`config.mk`:
```
export PLATFORM = sky130hd
export DESIGN_NAME = forth_loader
export DESIGN_NICKNAME = d
export VERILOG_FILES = /design/src/rtl/forth_loader.sv
export SDC_FILE = /design/constraint.sdc
export NUM_CORES = 1
export LEC_CHECK = 0
export ABC_AREA = 1
export BUFFER_PORTS_ARGS = -buffer_cell sky130_fd_sc_hd__buf_4
export CORE_AREA = 2 2 97 99
export CTS_CLUSTER_SIZE = 8
export DETAILED_ROUTE_END_ITERATION = 12
export DIE_AREA = 0 0 99 101
export SLEW_MARGIN = 0
export SYNTH_ARGS = -nofsm -noshare
export SYNTH_HDL_FRONTEND = slang
export SYNTH_SLANG_ARGS = --single-unit
```
`constraint.sdc`:
```
create_clock -name clk -period 1.5 [get_ports clk]
set_input_delay 0.15 -clock clk [delete_from_list [all_inputs] [get_ports clk]]
set_output_delay 0.15 -clock clk [all_outputs]
set_load 0.005 [all_outputs]
```
`src/rtl/forth_loader.sv`:
```
// forth_loader
// Boot/program loader for the forth core. While a program image is streamed in
// over a byte link, the core is held in reset. The image is written word by word
// into instruction memory starting at address 0. A trailing XOR checksum is then
// checked, and the core is released only when it matches.
//
// Frame: LEN_LO LEN_HI (word count N, little-endian), N x (DATA_LO DATA_HI),
//        CSUM (XOR of every preceding byte of the frame).
//
// Ports
//   clk          in   system clock, rising edge
//   reset        in   asynchronous, active-low
//   rx_data      in   incoming byte
//   rx_valid     in   rx_data valid
//   rx_ready     out  loader accepts a byte (transfer = rx_valid & rx_ready)
//   start        in   1-cycle pulse, (re)starts a load from any state
//   imem_addr    out  imem write address
//   imem_wdata   out  imem write data
//   imem_we      out  imem write strobe, one cycle per word
//   cpu_reset    out  active-high reset to the forth core, low only in RUN
//   busy         out  a frame is being received (LEN_LO..CSUM)
//   error        out  length or checksum error, held until start
//   words_loaded out  words written by the current/last load
module forth_loader #(
    parameter int IADDR_WIDTH = 10,
    parameter bit AUTOBOOT    = 1'b1
) (
    input  logic                   clk,
    input  logic                   reset,
    input  logic [7:0]             rx_data,
    input  logic                   rx_valid,
    output logic                   rx_ready,
    input  logic                   start,
    output logic [IADDR_WIDTH-1:0] imem_addr,
    output logic [15:0]            imem_wdata,
    output logic                   imem_we,
    output logic                   cpu_reset,
    output logic                   busy,
    output logic                   error,
    output logic [IADDR_WIDTH:0]   words_loaded
);

    localparam logic [16:0] MAX_WORDS = 17'd1 << IADDR_WIDTH;

    typedef enum logic [2:0] {
        S_IDLE, S_LEN_LO, S_LEN_HI, S_DATA_LO, S_DATA_HI, S_CSUM, S_RUN, S_ERROR
    } state_t;

    state_t                 state_q, state_d;
    logic [15:0]            len_q, len_d;
    logic [7:0]             lo_q, lo_d;
    logic [7:0]             csum_q, csum_d;
    logic [IADDR_WIDTH:0]   wcnt_q, wcnt_d;
    logic [IADDR_WIDTH-1:0] addr_q, addr_d;
    logic [15:0]            wdata_q, wdata_d;
    logic                   we_q, we_d;
    logic                   cpu_rst_q, cpu_rst_d;
    logic                   xfer;
    logic [16:0]            n_word;

    // Ready is decoded from the registered state only, so it never depends on rx_valid.
    assign rx_ready = (state_q == S_LEN_LO) || (state_q == S_LEN_HI) ||
                      (state_q == S_DATA_LO) || (state_q == S_DATA_HI) ||
                      (state_q == S_CSUM);
    assign busy         = rx_ready;
    assign error        = (state_q == S_ERROR);
    assign xfer         = rx_valid & rx_ready;
    assign imem_addr    = addr_q;
    assign imem_wdata   = wdata_q;
    assign imem_we      = we_q;
    assign cpu_reset    = cpu_rst_q;
    assign words_loaded = wcnt_q;

    // Full word count as it completes in LEN_HI, widened so 2**IADDR_WIDTH compares cleanly.
    assign n_word = {1'b0, rx_data, len_q[7:0]};

    always_comb begin
        state_d = state_q;
        len_d   = len_q;
        lo_d    = lo_q;
        csum_d  = csum_q;
        wcnt_d  = wcnt_q;
        addr_d  = addr_q;
        wdata_d = wdata_q;
        we_d    = 1'b0;

        if (start) begin
            // A restart abandons any partial image; written words stay in imem.
            state_d = S_LEN_LO;
            csum_d  = 8'h00;
            wcnt_d  = '0;
        end else begin
            case (state_q)
                S_IDLE: begin
                    if (AUTOBOOT) begin
                        state_d = S_LEN_LO;
                        csum_d  = 8'h00;
                        wcnt_d  = '0;
                    end
                end
                S_LEN_LO: begin
                    if (xfer) begin
                        len_d[7:0] = rx_data;
                        csum_d     = csum_q ^ rx_data;
                        state_d    = S_LEN_HI;
                    end
                end
                S_LEN_HI: begin
                    if (xfer) begin
                        len_d[15:8] = rx_data;
                        csum_d      = csum_q ^ rx_data;
                        if (n_word == 17'd0)
                            state_d = S_CSUM;
                        else if (n_word > MAX_WORDS)
                            state_d = S_ERROR;
                        else
                            state_d = S_DATA_LO;
                    end
                end
                S_DATA_LO: begin
                    if (xfer) begin
                        lo_d    = rx_data;
                        csum_d  = csum_q ^ rx_data;
                        state_d = S_DATA_HI;
                    end
                end
                S_DATA_HI: begin
                    if (xfer) begin
                        csum_d  = csum_q ^ rx_data;
                        we_d    = 1'b1;
                        addr_d  = wcnt_q[IADDR_WIDTH-1:0];
                        wdata_d = {rx_data, lo_q};
                        wcnt_d  = wcnt_q + (IADDR_WIDTH+1)'(1);
                        // Count reaches N on the last word; address therefore never wraps.
                        if (17'(wcnt_q) + 17'd1 == {1'b0, len_q})
                            state_d = S_CSUM;
                        else
                            state_d = S_DATA_LO;
                    end
                end
                S_CSUM: begin
                    if (xfer)
                        state_d = (rx_data == csum_q) ? S_RUN : S_ERROR;
                end
                default: begin
                    // RUN and ERROR hold until start.
                end
            endcase
        end

        cpu_rst_d = (state_d != S_RUN);
    end

    always_ff @(posedge clk or negedge reset) begin
        if (!reset) begin
            state_q   <= S_IDLE;
            len_q     <= 16'h0000;
            lo_q      <= 8'h00;
            csum_q    <= 8'h00;
            wcnt_q    <= '0;
            addr_q    <= '0;
            wdata_q   <= 16'h0000;
            we_q      <= 1'b0;
            cpu_rst_q <= 1'b1;
        end else begin
            state_q   <= state_d;
            len_q     <= len_d;
            lo_q      <= lo_d;
            csum_q    <= csum_d;
            wcnt_q    <= wcnt_d;
            addr_q    <= addr_d;
            wdata_q   <= wdata_d;
            we_q      <= we_d;
            cpu_rst_q <= cpu_rst_d;
        end
    end

endmodule

```
==> impl_metrics.csv <==
group,metric,value,unit
worst_setup_path,max_stage_delay,0.41,ns
floorplan,chipWidth,99,um
finish,seq_area,0.00186,sq mm
worst_setup_path,worst-endpoint-required,1.77,ns
route,drtIter0Drc,144,
placement,io_buffers,53,
sta,finalCritPeriodShare,1.23,
global_routing,antenna_found_initial,0,
finish,finalNetCount,607,
worst_setup_path,cp-end-kind,"register",
synthesis,avgSynthCellArea,8.20,sq um
outcome,violations,"negative setup slack",
sta,setup_tns,-11.76,ns
sta,setup-violations-final,65,
floorplan,io_pins,54,
sta,slew_headroom,0.696,
global_routing,grt-ovfl-total,0,
pwr,power_switching,0.00229,W
sta,period_needed,1.84,ns
synthesis,ys_seq_area_frac,0.505,
placement,hpwlAfterDp,6.66,mm
floorplan,die_y,101,um
sta,hold_ws,0.0245,ns
synthesis,synth_top_area_cell,"dfrtp_1",
synthesis,netlist_area,0.00367,sq mm
outcome,outcome,"finished, violations left",
worst_setup_path,r2r-start,"words_loaded[1]",
pwr,power-per-cell-area,1230,mW/mm^2
route,via_count,3480,
pwr,pwr-share-seq,0.407,
worst_setup_path,cp.arrival,2.11,ns
synthesis,synth_edf_count,0,
min_path,hold_start,"rx_data[5]",
pwr,p_int,0.00468,W
synthesis,synth_top_area_share,0.498,
synthesis,synth_common_cells,"124 x nand2_1, 73 x dfrtp_1, 53 x inv_1",
finish,multi_input_area,0.00182,sq mm
global_routing,grt_pass1_vias,3391,
clock_tree,htreeDepth,3,
worst_setup_path,crit_type,"reg -> reg",
placement,place_congestion,0.893,
worst_setup_path,critPathMaxFanout,5,
clock_tree,clk_path_buf_depth,2,
placement,preCtsSetupSlack,-0.331,ns
clock_tree,cts_tree,"built",
route,routedWlPerCell,15.0,um
sta,tightest_slew,0.455,ns
synthesis,async_reset_ff_frac,1.00,
floorplan,rows,35,
worst_setup_path,cp_slowest_cell,"dfrtp_1",
worst_setup_path,crit_start,"words_loaded[1]",
pwr,switching_share,0.329,
route,drc,0,
clock_tree,cts_inserted_buffers,9,
synthesis,synth_top_flop_cell,"dfrtp_1",
route,ant_nets,0,
worst_setup_path,crit_top_cell,"nand2_1",
global_routing,grt_util_all_layers,0.213,
min_path,hold_path_class,"in -> reg",
synthesis,yosysWarnings,0,
pwr,leakagePower,2.76,nW
clock_tree,path_clk_slew,0.09,ns
route,first_pass_iters,4,
synthesis,ys_types,36,
synthesis,synth_seq_cells,74,
clock_tree,clk_latency,0.35,ns
floorplan,die_area,0.0100,sq mm
sta,slew_viol_final,0,
pwr,power_frac_comb,0.331,
global_routing,grt_max_degree,33,
worst_setup_path,path_cells,"buf_4 -> nand3_2 -> nor2_2 -> buf_6 -> nand2_1 -> nand2_1 -> nand2_1 -> nand2_1 -> o21ai_1 -> nor2_1 -> nand3_2 -> nand2_2 -> nand2_2 -> nand2_1 -> nand3_1",
synthesis,synth_cells,447,
sta,final.setup.worst_slack,-0.338,ns
synthesis,yosys-top-cells-area,"dfrtp_1 50%, nand2_1 13%, inv_1 5.4%, o21ai_0 5.3%, nand3_1 4.4%",
worst_setup_path,startpoint_type,"register",
synthesis,synth_fp_nets,460,
sta,timing.fmax,0.544,GHz
finish,num-fill-cells,737,
sta,worst_clock_skew,0.0127,ns
sta,rsz0062_at_grt,"true",
sta,hold_viol,0,
job,cap_viol_max_count,0,
clock_tree,cts_sinks,74,
finish,diodes,0,
route,via_per_inst,4.90,
floorplan,floorplan.initialDensity,0.408,
floorplan,core,0.00898,sq mm
finish,areaGrowthSynthToFinish,54.8,%
finish,drive_gt1_frac,0.426,
route,wl,10.7,mm
pwr,clockPowerShare,0.262,
global_routing,grt_pass1_wl,16.7,mm
synthesis,post-synth-top-count-cell,"nand2_1",
pwr,peakVddDrop,0.703,mV
clock_tree,clock_tree.root_cell,"clkbuf_8",
[sequential cells by signal, summed over array words and instances, names as in the netlist]
register,count
imem_wdata,16
imem_we,1
lo_q,8
words_loaded,11
len_q,16
cpu_reset,1
state_q,3
imem_addr,10
csum_q,8
[critical path, delay by kind of cell, from the launching register on]
kind            cells  cell delay (ns)
simple gates       12             1.00
flops               1             0.41
compound gates      1             0.05
buf+inv             2             0.28
[final timing paths]
kind / to / slack, ns / cells after the start
setup / recovery: cpu_reset / -0.34 / 15
hold reg to reg: imem_wdata[8] / 0.48 / 2
min in group asynchronous: imem_wdata[14] / 0.28 / 2
hold / removal: lo_q[5] / 0.02 / 3
max in group asynchronous: len_q[7] / 0.69 / 3
setup reg to reg: cpu_reset / -0.34 / 15
[stage by stage]
step / cell area [sq um] / std cells / power, W / util
after floorplan: 3690 / 447 / 0.00391 / -
after global placement: 4680 / 664 / 0.00462 / 0.521
after CTS: 5390 / 699 / 0.00681 / 0.601
after global routing: 5670 / 710 / 0.00741 / 0.632
after detailed placement: 4680 / 664 / 0.00467 / 0.521
final: 5670 / 710 / 0.00697 / 0.632
[routing by layer]
layer | track usage | up-vias | part of all wire
met3 | 0.0388 | 16 | 0.038
met1 | 0.276 | 1661 | 0.44
met4 | 0.0790 | 0 | 0.015
met5 | 0 | - | 0
met2 | 0.359 | 70 | 0.51
li1 | - | 1733 | -
[final cells by class]
type	count	share of cell area
inverters	58	0.0410
well taps	111	0.0245
repair buffers	147	0.245
clock buffers	11	0.0267
flip-flops and latches	74	0.327
multi-input cells	304	0.320
clock inverters	5	0.0150
[power groups by stage]
stage / sequential [W] / clock, W / combinational [W]
global route: 0.00291 / 0.00194 / 0.00256
global placement: 0.00283 / 0 / 0.00179
floorplan: 0.00279 / 0 / 0.00112
finish: 0.00284 / 0.00182 / 0.00231
CTS: 0.00283 / 0.00185 / 0.00213
detailed placement: 0.00285 / 0 / 0.00183
[cells in the final DEF, fill, tap and decap left out, types with 3 or more instances in the layout]
cell type  synthesis  routed
nand2_2            1      19
nand3_1           32      30
nor2_4             3       8
nor3_1             4       3
o21ai_2            7      22
buf_16             0       3
o22ai_2            0       7
dfrtp_1           73      71
inv_1             53      52
xnor2_1            4       4
nand3b_1           5       5
nor2_1            34      25
nand2_1          124      98
inv_2              3       3
buf_4              2     111
nor2_2             2       7
clkbuf_8           0      11
clkinv_4           1       4
o21a_1             3       3
nand2_4            2      10
a21oi_1            4       3
buf_6              4      20
o21ai_0           39      10
xor2_1             4       4
o21ai_1           17      30
buf_12             0       9
[logic make-up after synthesis]
| group | count (synthesis) | share of synthesized area |
|---|---|---|
| XOR/XNOR | 8 | 0.0191 |
| multiplexers | 2 | 0.00580 |
| AND/OR/NAND/NOR | 213 | 0.261 |
| buffers and inverters | 70 | 0.0843 |
| flip-flops | 74 | 0.505 |
| AO/OA/AOI/OAI | 79 | 0.121 |
| adder cells (fa/ha/maj) | 1 | 0.00341 |
[repair_timing]
action,CTS,global route
gates cloned,8,2
buffers inserted,11,11
hold buffers,1,0
endpoints found under the hold margin,28,0
resized for setup,64,67
pin swaps,11,25
setup endpoints to repair,63,75
Power figures use the tool's default switching activity.
